`config.mk`:
```
export PLATFORM = sky130hd
export DESIGN_NAME = base3_digit_serializer
export DESIGN_NICKNAME = d
export VERILOG_FILES = /design/src/rtl/base3_pkg.sv /design/src/rtl/div_64_3.sv /design/src/rtl/base3_digit_serializer.sv
export SDC_FILE = /design/constraint.sdc
export NUM_CORES = 1
export LEC_CHECK = 0
export BUFFER_PORTS_ARGS = -buffer_cell sky130_fd_sc_hd__buf_2
export CAP_MARGIN = 30
export CORE_MARGIN = 8
export CORE_UTILIZATION = 45
export CTS_BUF_LIST = sky130_fd_sc_hd__clkbuf_16
export CTS_CLUSTER_SIZE = 20
export DETAILED_ROUTE_END_ITERATION = 8
export MAX_ROUTING_LAYER = met4
export PLACE_DENSITY = 0.67
export SETUP_SLACK_MARGIN = 0.1
export SLEW_MARGIN = 20
export SYNTH_ARGS = -nofsm -noshare
export SYNTH_HDL_FRONTEND = slang
export SYNTH_HIERARCHICAL = 1
export SYNTH_SLANG_ARGS = --single-unit
```
`constraint.sdc`:
```
create_clock -name clk -period 155.5 [get_ports clk]
set_input_delay 31.1 -clock clk [delete_from_list [all_inputs] [get_ports clk]]
set_output_delay 31.1 -clock clk [all_outputs]
set_load 0.02 [all_outputs]
```
`src/rtl/base3_pkg.sv`:
```
// Shared constants and state encoding for the base-3 digit serializer.
package base3_pkg;

  // 3^40 < 2^64-1 < 3^41, so a 64-bit word never needs more than 41 digits.
  localparam int unsigned MAXDIG = 41;
  localparam int unsigned IDX_W  = 6;
  localparam int unsigned DIG_W  = 2;

  typedef enum logic [0:0] {
    IDLE = 1'b0,
    CONV = 1'b1
  } state_e;

endpackage

```
`src/rtl/div_64_3.sv`:
```
// Combinational divide-by-3 of a 64-bit word: quotient (63 bits) and remainder (0..2).
module div_64_3 (
  input  logic [63:0] x_i,
  output logic [63:1] q_o,
  output logic [2:1]  r_o
);

  logic [2:0] cur;
  logic [1:0] rem;

  // Restoring long division, one bit per step. The quotient's top bit is always
  // zero (2^64 / 3 < 2^63), so the first step just seeds the remainder with x_i[63].
  always_comb begin
    q_o = '0;
    rem = {1'b0, x_i[63]};
    cur = '0;
    for (int i = 62; i >= 0; i--) begin
      cur = {rem, x_i[i]};
      if (cur >= 3'd3) begin
        cur        = cur - 3'd3;
        q_o[i + 1] = 1'b1;
      end
      rem = cur[1:0];
    end
    r_o = rem;
  end

endmodule

```
`src/rtl/base3_digit_serializer.sv`:
```
// Emits the base-3 digits of a 64-bit word, LSB first, one digit per output handshake.
// Build option FIXED_LEN_EN: always emit MAXDIG digits (zero-padded at the top)
// instead of stopping once the remaining value reaches zero.
module base3_digit_serializer
  import base3_pkg::*;
#(
  parameter int unsigned W = 64
) (
  input  logic               clk,
  input  logic               rst_n,
  input  logic [W-1:0]       in_x,
  input  logic               in_valid,
  output logic               in_ready,
  output logic [DIG_W-1:0]   dig,
  output logic [IDX_W-1:0]   dig_idx,
  output logic               dig_last,
  output logic               dig_valid,
  input  logic               dig_ready
);

  if (W != 64) begin : g_width_check
    $error("base3_digit_serializer: W must be 64 to match div_64_3");
  end

  state_e           state_q, state_d;
  logic [63:0]      val_q, val_d;
  logic [IDX_W-1:0] cnt_q, cnt_d;

  logic [63:1]      div_q;
  logic [2:1]       div_r;
  logic [63:0]      quot;
  logic             last_raw;

  div_64_3 u_div (
    .x_i (val_q),
    .q_o (div_q),
    .r_o (div_r)
  );

  assign quot = {1'b0, div_q};

  // Output decode: digit fields are forced to zero outside CONV so idle outputs stay quiet.
  always_comb begin
`ifdef FIXED_LEN_EN
    last_raw  = (cnt_q == IDX_W'(MAXDIG - 1));
`else
    last_raw  = (quot == 64'd0);
`endif
    in_ready  = (state_q == IDLE);
    dig_valid = (state_q == CONV);
    dig       = dig_valid ? div_r : '0;
    dig_idx   = cnt_q;
    dig_last  = dig_valid & last_raw;
  end

  // Next-state: load on input handshake, shift by one digit on each output handshake.
  always_comb begin
    state_d = state_q;
    val_d   = val_q;
    cnt_d   = cnt_q;
    unique case (state_q)
      IDLE: begin
        if (in_valid) begin
          val_d   = in_x;
          cnt_d   = '0;
          state_d = CONV;
        end
      end
      CONV: begin
        if (dig_ready) begin
          if (last_raw) begin
            cnt_d   = '0;
            state_d = IDLE;
          end else begin
            val_d = quot;
            cnt_d = cnt_q + IDX_W'(1);
          end
        end
      end
    endcase
  end

  // State registers with asynchronous abort.
  always_ff @(posedge clk or negedge rst_n) begin
    if (!rst_n) begin
      state_q <= IDLE;
      val_q   <= '0;
      cnt_q   <= '0;
    end else begin
      state_q <= state_d;
      val_q   <= val_d;
      cnt_q   <= cnt_d;
    end
  end

endmodule

```
==> flow_metrics.py <==
metrics = {
    "clocking": {
        "clock_latency_ns": 0.34,
        "postCtsHoldBufs": 0,
        "cts_buffers": 9,
        "cts_buffer_depth": 2,
        "cts-root-buf": "clkbuf_16",
        "cts_setup_buffers": 0,
        "cts_resized": 0,
        "clock_sinks": 71,
        "htree_levels": 3,
        "clkTransAtPathRegs_ns": 0.06,
        "tritoncts": "yes",
    },
    "placed_design": {
        "dp_hpwl_mm": 20.09,
        "gp_congestion": 0.9201,
        "pre_cts_slack_ns": 60.95,
        "portBuffers": 78,
        "place_inst": 1650,
    },
    "yosys": {
        "synth_cell_type_count": 126,
        "yosys_warnings": 6,
        "synth_xor_xnor_area_share": 0.0008354,
        "synth_compound_gate_area_share": 0.3494,
        "synthMuxAreaShare": 0.07077,
        "synthAdderAreaFrac": 0.07638,
        "synth.area.top_cells": "dfrtp_1 (17%), ha_1 (7.6%), o221a_1 (6.6%), nand2b_1 (5.4%), nor2_1 (5.0%)",
        "yosys.area.top_type": "dfrtp_1",
        "ys_ff_latch": 71,
        "syn_area_um2": 10480,
        "synth_area_per_cell_um2": 8.064,
        "synthSimpleGateAreaFrac": 0.2727,
        "synth-edff-count": 0,
        "synthCells": 1300,
        "ys.flop_type": "dfrtp_1",
        "synth_nets": 1432,
        "async_flop_share": 1.000,
        "synth_top_family_by_area": "compound AO/OA/AOI/OAI gates",
        "synth_seq_area_share": 0.1695,
        "synth.top_cell.area_share": 0.1695,
    },
    "timing": {
        "hold_slack_ns": 0.5450,
        "tightest_slew_ns": 0.8683,
        "setup_viol": 0,
        "rsz0062_at_grt": "no",
        "setup_tns_ns": 0,
        "finalCritPeriodShare": 0.6164,
        "slew_headroom": 0.4177,
        "skew_ns": 0.008408,
        "slew_viol_final": 0,
        "setup_ws_ns": 59.64,
        "hold_violations": 0,
        "max_freq_mhz": 10.43,
        "fin_crit_ns": 95.86,
    },
    "detailed_routing": {
        "wl_mm": 27.31,
        "firstDrtPassIters": 5,
        "wl_met3_um": 938,
        "vias": 10167,
        "drtAntennaViolNets": 0,
        "drc": 0,
        "detail_route.wl_per_cell_um": 16.40,
        "met1Wirelength_mm": 13.17,
        "dr.first_iter.drc_count": 693,
        "dr_wl_met2_mm": 12.84,
        "routed.top_layer": "met4",
        "viasPerCell": 6.106,
    },
    "worst_setup_path": {
        "worstPathRequired_ns": 124.40,
        "crit_top_cell": "ha_1",
        "critPathMaxStageDelay_ns": 0.76,
        "cp.arrival_ns": 64.76,
        "crit_path_end_kind": "primary output",
        "crit_fanout": 11,
        "timing.rr.start": "val_q[63]",
        "r2r_cells": 318,
        "crit_path_start_kind": "register",
        "regToRegSetupSlack_ns": 90.06,
        "path_class": "register to primary output",
        "slowest_stage": "or4_1",
        "r2r_end": "val_q[0]",
    },
    "global_route": {
        "grt_usage": 0.1928,
        "grt_first_pass_wirelength_mm": 45.44,
        "grt_antenna_before_repair": 0,
        "first_global_vias": 9358,
        "gr-total-overflow": 0,
        "grt_max_degree": 66,
    },
    "layout": {
        "layout-drive-gt1-share": 0.1508,
        "final_common_cell": "nor2_1",
        "antenna_cells": 0,
        "area_delta_synth_final_pct": 7.041,
        "instances_no_fill": 1665,
        "nets": 1474,
        "final_cell_mix": "nor2_1 (140), nand2_1 (101), nand2b_1 (90)",
    },
    "floorplanning": {
        "design.core.area_um2": 23190,
        "num_rows": 56,
        "die_w_um": 168.6,
        "num_io_pins": 79,
        "die_area_um2": 28440,
        "initial_core_util": 0.4520,
        "die-height_um": 168.6,
    },
    "status": {
        "status": "complete, no violations",
    },
    "min_path": {
        "min_to": "dig_idx[2]",
        "min_path_type": "register to register",
        "hold_path_depth": 1,
        "hp-start": "dig_idx[2]",
    },
    "run": {
        "max-cap-violations": 0,
    },
}
-- final cells by class --
type | instances | area, um2
Inverter | 69 | 259.0
Timing Repair Buffer | 82 | 422.9
Tap cell | 319 | 399.1
Fill cell | 2290 | 11970
Clock inverter | 6 | 53.80
Sequential cell | 71 | 1777
Clock buffer | 9 | 225.2
Multi-Input combinational cell | 1109 | 8085
-- synth_stat cells, drive strengths merged, types with 17 or more instances --
master,count
nor2,142
nand2,102
nand2b,90
a21oi,73
dfrtp,71
inv,69
o21ai,65
o221a,65
ha,64
mux2i,42
nor3,42
buf,34
a21o,30
mux2,24
nand3,23
nor4,23
nor3b,17
o211ai,17
-- metrics by stage --
stage | util | cell area (um2)
4_1_cts | 0.4839 | 11220
3_5_place_dp | 0.4718 | 10940
6_report | 0.4839 | 11220
2_1_floorplan | - | 10480
5_1_grt | 0.4839 | 11220
3_3_place_gp | 0.4718 | 10940
-- registers in the layout, indices dropped and copies added (netlist names) --
name       cells
val_q         64
dig_idx        6
dig_valid      1
-- routing by layer --
layer	up-vias	GRT usage
li1	5086	-
met1	4819	0.2553
met2	239	0.3115
met3	23	0.02003
met4	0	0.04775
met5	-	-
-- worst max path at each step --
stage              start  endpoint  slack (ns)  depth (start not counted)
4_1_cts        val_q[63]  dig_last       60.31                        316
2_1_floorplan  val_q[62]  dig_last       68.81                        324
3_5_place_dp   val_q[63]  dig_last       60.95                        316
3_3_place_gp   val_q[63]  dig_last       62.29                        317
6_report       val_q[63]  dig_last       59.64                        317
5_1_grt        val_q[63]  dig_last       53.64                        317
-- critical path, delay by kind of cell, from the launching register on --
| kind | cells | cell delay [ns] |
|---|---|---|
| AO/OA/AOI/OAI | 109 | 22.34 |
| AND/OR/NAND/NOR | 105 | 18.65 |
| adder cells (fa/ha/maj) | 60 | 15.43 |
| multiplexers | 27 | 5.88 |
| buffers and inverters | 16 | 1.52 |
| flip-flops | 1 | 0.48 |
-- kinds of logic after synthesis --
family | Yosys count
and+or+nand+nor | 538
DFF | 71
adders and majority gates | 64
buffers and inverters | 120
AOI/OAI and AO/OA | 440
xor gates and xnor gates | 1
muxes | 66
Power is not shown: default switching activity piles up to over one toggle a cycle in this logic, so the estimate is an artifact.
